==> src/rtl/pulse_gen_pkg.sv <==
`default_nettype none
// ============================================================================
//  Module   : pulse_gen_pkg
//  Purpose  : Shared FSM state encoding and default parameter constants for
//             the multi-channel pulse train generator.
//  Revision : 1.0  initial release
// ============================================================================
package pulse_gen_pkg;

    localparam int c_DEF_NUM_CH   = 4;
    localparam int c_DEF_CNT_W    = 8;
    localparam int c_DEF_HIGH_CYC = 2;
    localparam int c_DEF_LOW_CYC  = 2;

    typedef enum logic [1:0] {
        S_IDLE = 2'd0,
        S_HIGH = 2'd1,
        S_LOW  = 2'd2,
        S_DONE = 2'd3
    } state_t;

endpackage
`default_nettype wire

==> src/rtl/pulse_gen_channel.sv <==
`default_nettype none
// ============================================================================
//  Module   : pulse_gen_channel
//  Purpose  : One output channel: persistent count register, working
//             remaining register and registered pulse output bit.
//  Ports    : clk, rst        - clock, async active-high reset
//             i_load/i_count  - write i_count into the count register
//             i_copy          - load remaining from the copy source
//             i_dec           - end of a high phase: decrement if nonzero
//             i_clear         - abort: clear remaining
//             i_pulse_en      - FSM will be in HIGH next cycle
//             o_src_nz        - copy source (count or bypassed i_count) != 0
//             o_rem_nz        - remaining != 0
//             o_pulse         - registered pulse output
//  Revision : 1.0  initial release
// ============================================================================
module pulse_gen_channel #(
    parameter int CNT_W = 8
) (
    input  logic             clk,
    input  logic             rst,
    input  logic             i_load,
    input  logic [CNT_W-1:0] i_count,
    input  logic             i_copy,
    input  logic             i_dec,
    input  logic             i_clear,
    input  logic             i_pulse_en,
    output logic             o_src_nz,
    output logic             o_rem_nz,
    output logic             o_pulse
);

    logic [CNT_W-1:0] r_count;
    logic [CNT_W-1:0] r_rem;
    logic             r_pulse;
    logic [CNT_W-1:0] w_src;

    // A load in the same cycle as start must be seen by the copy.
    assign w_src    = i_load ? i_count : r_count;
    assign o_src_nz = |w_src;
    assign o_rem_nz = |r_rem;
    assign o_pulse  = r_pulse;

    always_ff @(posedge clk or posedge rst) begin
        if (rst) begin
            r_count <= '0;
            r_rem   <= '0;
            r_pulse <= 1'b0;
        end else begin
            if (i_load) begin
                r_count <= i_count;
            end
            if (i_clear) begin
                r_rem <= '0;
            end else if (i_copy) begin
                r_rem <= w_src;
            end else if (i_dec && (|r_rem)) begin
                r_rem <= r_rem - 1'b1;
            end
            // Output is timed to coincide with the HIGH state cycles, so it
            // looks at the value remaining will hold during that cycle.
            r_pulse <= i_pulse_en && (i_copy ? (|w_src) : (|r_rem));
        end
    end

endmodule
`default_nettype wire

==> src/rtl/pulse_train_gen.sv <==
`default_nettype none
// ============================================================================
//  Module   : pulse_train_gen
//  Purpose  : Burst generator driving NUM_CH pulse trains. Each channel emits
//             its programmed number of pulses (HIGH_CYC high, LOW_CYC low);
//             all channels share one phase counter and FSM.
//  Ports    : clk, rst       - clock, async active-high reset
//             load/ch_sel/count_in - program a channel count (IDLE only)
//             start          - begin a burst (IDLE only)
//             abort          - terminate a burst in HIGH or LOW
//             pulse_out      - registered pulse trains
//             busy           - FSM not in IDLE
//             done           - one-cycle strobe on normal completion
//  Revision : 1.0  initial release
// ============================================================================
module pulse_train_gen
    import pulse_gen_pkg::*;
#(
    parameter int NUM_CH   = c_DEF_NUM_CH,
    parameter int CNT_W    = c_DEF_CNT_W,
    parameter int HIGH_CYC = c_DEF_HIGH_CYC,
    parameter int LOW_CYC  = c_DEF_LOW_CYC
) (
    input  logic                      clk,
    input  logic                      rst,
    input  logic                      load,
    input  logic [$clog2(NUM_CH)-1:0] ch_sel,
    input  logic [CNT_W-1:0]          count_in,
    input  logic                      start,
    input  logic                      abort,
    output logic [NUM_CH-1:0]         pulse_out,
    output logic                      busy,
    output logic                      done
);

    localparam int c_CH_W = $clog2(NUM_CH);

    state_t            r_state;
    logic [7:0]        r_phase;
    logic              r_done;

    logic [NUM_CH-1:0] w_src_nz;
    logic [NUM_CH-1:0] w_rem_nz;
    logic              w_idle;
    logic              w_in_high;
    logic              w_in_low;
    logic              w_start_go;
    logic              w_high_end;
    logic              w_low_end;
    logic              w_abort;
    logic              w_go_high;

    assign w_idle     = (r_state == S_IDLE);
    assign w_in_high  = (r_state == S_HIGH);
    assign w_in_low   = (r_state == S_LOW);
    assign w_start_go = w_idle && start;
    assign w_high_end = w_in_high && (r_phase == 8'(HIGH_CYC - 1));
    assign w_low_end  = w_in_low  && (r_phase == 8'(LOW_CYC - 1));
    assign w_abort    = abort && (w_in_high || w_in_low);

    // Next state will be HIGH: lets each channel register its pulse bit so
    // that it lines up with the HIGH state rather than lagging by a cycle.
    assign w_go_high = !w_abort &&
                       ((w_start_go && (|w_src_nz)) ||
                        (w_in_high && !w_high_end) ||
                        (w_low_end && (|w_rem_nz)));

    assign busy = !w_idle;
    assign done = r_done;

    for (genvar gi = 0; gi < NUM_CH; gi++) begin : g_ch
        pulse_gen_channel #(
            .CNT_W (CNT_W)
        ) u_ch (
            .clk        (clk),
            .rst        (rst),
            .i_load     (w_idle && load && (ch_sel == c_CH_W'(gi))),
            .i_count    (count_in),
            .i_copy     (w_start_go),
            .i_dec      (w_high_end && !w_abort),
            .i_clear    (w_abort),
            .i_pulse_en (w_go_high),
            .o_src_nz   (w_src_nz[gi]),
            .o_rem_nz   (w_rem_nz[gi]),
            .o_pulse    (pulse_out[gi])
        );
    end

    always_ff @(posedge clk or posedge rst) begin
        if (rst) begin
            r_state <= S_IDLE;
            r_phase <= 8'd0;
            r_done  <= 1'b0;
        end else begin
            r_done <= 1'b0;
            case (r_state)
                S_IDLE: begin
                    r_phase <= 8'd0;
                    if (start) begin
                        if (|w_src_nz) begin
                            r_state <= S_HIGH;
                        end else begin
                            r_state <= S_DONE;
                            r_done  <= 1'b1;
                        end
                    end
                end
                S_HIGH: begin
                    if (abort) begin
                        r_state <= S_IDLE;
                        r_phase <= 8'd0;
                    end else if (w_high_end) begin
                        r_state <= S_LOW;
                        r_phase <= 8'd0;
                    end else begin
                        r_phase <= r_phase + 8'd1;
                    end
                end
                S_LOW: begin
                    if (abort) begin
                        r_state <= S_IDLE;
                        r_phase <= 8'd0;
                    end else if (w_low_end) begin
                        r_phase <= 8'd0;
                        if (|w_rem_nz) begin
                            r_state <= S_HIGH;
                        end else begin
                            r_state <= S_DONE;
                            r_done  <= 1'b1;
                        end
                    end else begin
                        r_phase <= r_phase + 8'd1;
                    end
                end
                S_DONE: begin
                    r_state <= S_IDLE;
                    r_phase <= 8'd0;
                end
                default: begin
                    r_state <= S_IDLE;
                    r_phase <= 8'd0;
                end
            endcase
        end
    end

endmodule
`default_nettype wire
==> config.mk <==
export PLATFORM = sky130hd
export DESIGN_NAME = pulse_train_gen
export DESIGN_NICKNAME = d
export VERILOG_FILES = /design/src/rtl/pulse_gen_pkg.sv /design/src/rtl/pulse_gen_channel.sv /design/src/rtl/pulse_train_gen.sv
export SDC_FILE = /design/constraint.sdc
export NUM_CORES = 1
export LEC_CHECK = 0
export BUFFER_PORTS_ARGS = -buffer_cell sky130_fd_sc_hd__buf_4
export CORE_UTILIZATION = 45
export DETAILED_ROUTE_END_ITERATION = 8
export PLACE_DENSITY = 0.63
export SLEW_MARGIN = 10
export SYNTH_ARGS = -nofsm -noshare
export SYNTH_HDL_FRONTEND = slang
export SYNTH_SLANG_ARGS = --single-unit
==> constraint.sdc <==
create_clock -name clk -period 6.6 [get_ports clk]
set_input_delay 1.32 -clock clk [delete_from_list [all_inputs] [get_ports clk]]
set_output_delay 1.32 -clock clk [all_outputs]
set_load 0.02 [all_outputs]
==> run_results.csv <==
group,metric,value,unit
final_layout,n_fill_cell,797,
floorplanning,die_h,98.3,um
global_routing,grt_pass1_vias,3021,
worst_setup_path,crit_path_frequent_cell,"inv_1",
detailed_routing,drt_wl_total,9.29,mm
power,power_density,450,mW/mm2
power,max-vdd-ir-drop,236,uV
outcome,status,"complete, no violations",
power,power_leakage,1.96,nW
final_layout,area_growth,10.4,%
floorplanning,start_util,47.2,%
detailed_routing,dr.pass1.iters,7,
floorplanning,coreArea,0.00885,mm2
cts,ctsHoldBuffers,0,
global_routing,overflow,0,
global_routing,grt_start_max_net_pins,80,
sta,min_period,2.85,ns
worst_setup_path,worstPathRequired,5.28,ns
global_routing,grt_util_all_layers,20.5,%
final_layout,num_antenna_cells,0,
sta,max_freq,0.350,GHz
worst_setup_path,arrival,1.53,ns
final_layout,fin_cells,539,
sta,relSlewSlack,33.7,%
worst_hold_path,hold_path.class,"register to register",
place,placed_cells,523,
global_routing,antenna_found_initial,0,
sta,hold_viol,0,
worst_setup_path,path_cells,"inv_1 -> ha_1 -> inv_1 -> buf_4",
detailed_routing,ant_nets,0,
logic_synthesis,yosysWarnings,0,
logic_synthesis,synthTopCellsByCount,"dfrtp_1 (79), mux2_2 (32), nor2_1 (30), o21ai_0 (30), a21oi_1 (28)",
worst_setup_path,crit_family,"buffers and inverters",
sta,maxSlewViolCount,0,
logic_synthesis,syn_avg_cell_area,10.2,um2
cts,clk-insertion-delay-late,0.36,ns
cts,htreeDepth,3,
cts,ctsRootBufferMaster,"clkbuf_8",
worst_setup_path,cp_slowest_cell,"dfrtp_1",
worst_setup_path,critPathCaptureType,"output port",
cts,cts_buffers,9,
logic_synthesis,yosys-top-cells-area,"dfrtp_1 (47%), mux2_2 (8.6%), ha_1 (4.5%)",
detailed_routing,drt_iter0_drc,165,
floorplanning,dieWidth,98.3,um
logic_synthesis,synth_top_flop_cell,"dfrtp_1",
detailed_routing,viasPerCell,5.81,
detailed_routing,wl_per_cell,17.2,um
sta,final.period_utilization,43.3,%
final_layout,drive_gt1_share,19.0,%
floorplanning,pin_count,21,
worst_setup_path,cp.depth,4,
worst_setup_path,r2r_cells,5,
logic_synthesis,synth_top_area_share,47.3,%
logic_synthesis,syn_inst,411,
sta,fin_setup_tns,0,ns
floorplanning,rows,34,
place,place.gp.congestion,0.780,
worst_setup_path,cpPeakStageDelay,0.41,ns
worst_setup_path,cp_num_buf_inv,3,
cts,post-cts-setup-buffers,0,
sta,setup_viol,0,
cts,cts_sinks,79,
place,portBuffers,20,
logic_synthesis,synth-edff-count,0,
final_layout,fin_nets,456,
logic_synthesis,synth_seq_cells,79,
worst_setup_path,cp-start-kind,"register",
sta,skew,0.0139,ns
logic_synthesis,netlist_area,0.00418,mm2
place,dp.final_hpwl,6.40,mm
cts,cts_buffer_depth,2,
floorplanning,die_area,0.00967,mm2
logic_synthesis,synth_cell_types,47,
run,maxCapViolCount,0,
detailed_routing,vias,3133,
global_routing,grt_pass1_wl,15.4,mm
worst_hold_path,hold_depth,1,
logic_synthesis,synth_top_cell_by_area,"dfrtp_1",
logic_synthesis,synth_most_common_cell,"dfrtp_1",
logic_synthesis,syn-num-nets,441,
cts,ctsResizeCount,0,
cts,cts_tree,"yes",
worst_setup_path,worstPathMaxFanout,8,
worst_setup_path,path_class,"register to output port",
detailed_routing,drc_errors,0,
sta,rsz0062_at_grt,"false",
logic_synthesis,async_flop_share,100,%
logic_synthesis,ys_seq_area_share,47.3,%
sta,worst-slew-pin-transition,0.995,ns
cts,clk_pin_slew,0.08,ns
per-stage QoR:
| step | total power [mW] | hold WS (ns) | util (%) | area (um2) | setup slack [ns] |
|---|---|---|---|---|---|
| after floorplan | 1.49 | 0.461 | - | 4180 | 3.26 |
| after global placement | 1.68 | 0.504 | 49.8 | 4400 | 3.63 |
| after detailed placement | 1.70 | 0.503 | 49.8 | 4400 | 3.54 |
| after CTS | 2.08 | 0.526 | 52.1 | 4610 | 3.74 |
| after global routing | 2.24 | 0.537 | 52.1 | 4610 | 3.64 |
| final | 2.07 | 0.518 | 52.1 | 4610 | 3.75 |
cells in the final DEF, fill, tap and decap left out, types with 2 or more instances in the layout:
master / synthesis / layout
nand4b_1: 4 / 4
o21ai_0: 30 / 30
a22oi_1: 2 / 2
nor2_1: 30 / 30
nand3_2: 2 / 2
buf_4: 5 / 24
o22ai_1: 6 / 6
o31ai_1: 3 / 3
nand3_1: 17 / 17
nor3_1: 7 / 7
nor2b_1: 2 / 2
xnor2_1: 4 / 4
nand2_1: 18 / 18
ha_1: 15 / 15
o2bb2ai_1: 3 / 3
or4_4: 2 / 2
or4_1: 2 / 2
mux2_2: 32 / 32
dfrtp_1: 79 / 79
inv_1: 17 / 16
and2_1: 4 / 4
clkinv_4: 0 / 2
nand2b_1: 4 / 4
nor4_1: 14 / 14
nand4_1: 12 / 12
and3_1: 4 / 4
a31oi_1: 3 / 3
clkbuf_8: 0 / 10
xor2_1: 21 / 21
a21oi_1: 28 / 28
a211oi_1: 5 / 5
o211ai_1: 2 / 2
clkinvlp_4: 0 / 3
a21boi_0: 2 / 2
a21o_1: 4 / 4
layer usage:
layer	track usage [%]	up-vias	share of wire, %
met2	31.1	62	46
met3	4.01	12	4.6
met5	0	-	0
li1	-	1510	-
met4	5.97	0	1.0
met1	30.0	1549	48
final cells by class:
| class | count | area (um2) | share of cell area, % |
|---|---|---|---|
| clock buffer | 10 | 138 | 2.99 |
| sequential | 79 | 1980 | 42.9 |
| multi-input combinational | 295 | 2050 | 44.4 |
| inverter | 17 | 65.1 | 1.41 |
| clock inverter | 6 | 70.1 | 1.52 |
| tap | 108 | 135 | 2.93 |
| timing repair buffer | 24 | 180 | 3.91 |
cells by family (layout without fill, tap and decap cells):
group / Yosys count / after routing / share of synthesized area (%)
XOR/XNOR: 25 / 25 / 5.24
adder cells (fa/ha/maj): 15 / 15 / 4.49
AO/OA/AOI/OAI: 93 / 93 / 13.2
AND/OR/NAND/NOR: 129 / 129 / 17.0
multiplexers: 33 / 33 / 8.87
flip-flops: 79 / 79 / 47.3
buffers and inverters: 37 / 57 / 3.83
power breakdown:
group          total, mW  leakage (nW)  internal [mW]  switching (mW)
Clock              0.376        0.0947          0.186           0.189
Sequential         0.846         0.987          0.694           0.153
Combinational      0.852         0.877          0.358           0.494
Total               2.07          1.96           1.24           0.836
sequential cells by signal, indices dropped and copies added (netlist names):
signal / flops
g_ch.u_ch.r_rem: 32
r_phase: 8
done: 1
g_ch.u_ch.o_pulse: 4
r_state: 2
g_ch.u_ch.r_count: 32
path summary, 6_finish.rpt:
path / from / to / slack, ns
setup / recovery: r_state[1]$_DFFE_PP0P_ / busy / 3.75
hold / removal: g_ch[0].u_ch.r_rem[0]$_DFFE_PP0P_ / g_ch[0].u_ch.r_rem[0]$_DFFE_PP0P_ / 0.52
setup reg to reg: g_ch[2].u_ch.r_rem[3]$_DFFE_PP0P_ / g_ch[2].u_ch.o_pulse$_DFF_PP0_ / 4.11
hold reg to reg: g_ch[0].u_ch.r_rem[0]$_DFFE_PP0P_ / g_ch[0].u_ch.r_rem[0]$_DFFE_PP0P_ / 0.52
max in group asynchronous: rst / g_ch[3].u_ch.r_rem[5]$_DFFE_PP0P_ / 4.68
min in group asynchronous: rst / r_phase[4]$_DFF_PP0_ / 1.24
Note: power is estimated with default switching activity, not from simulation.
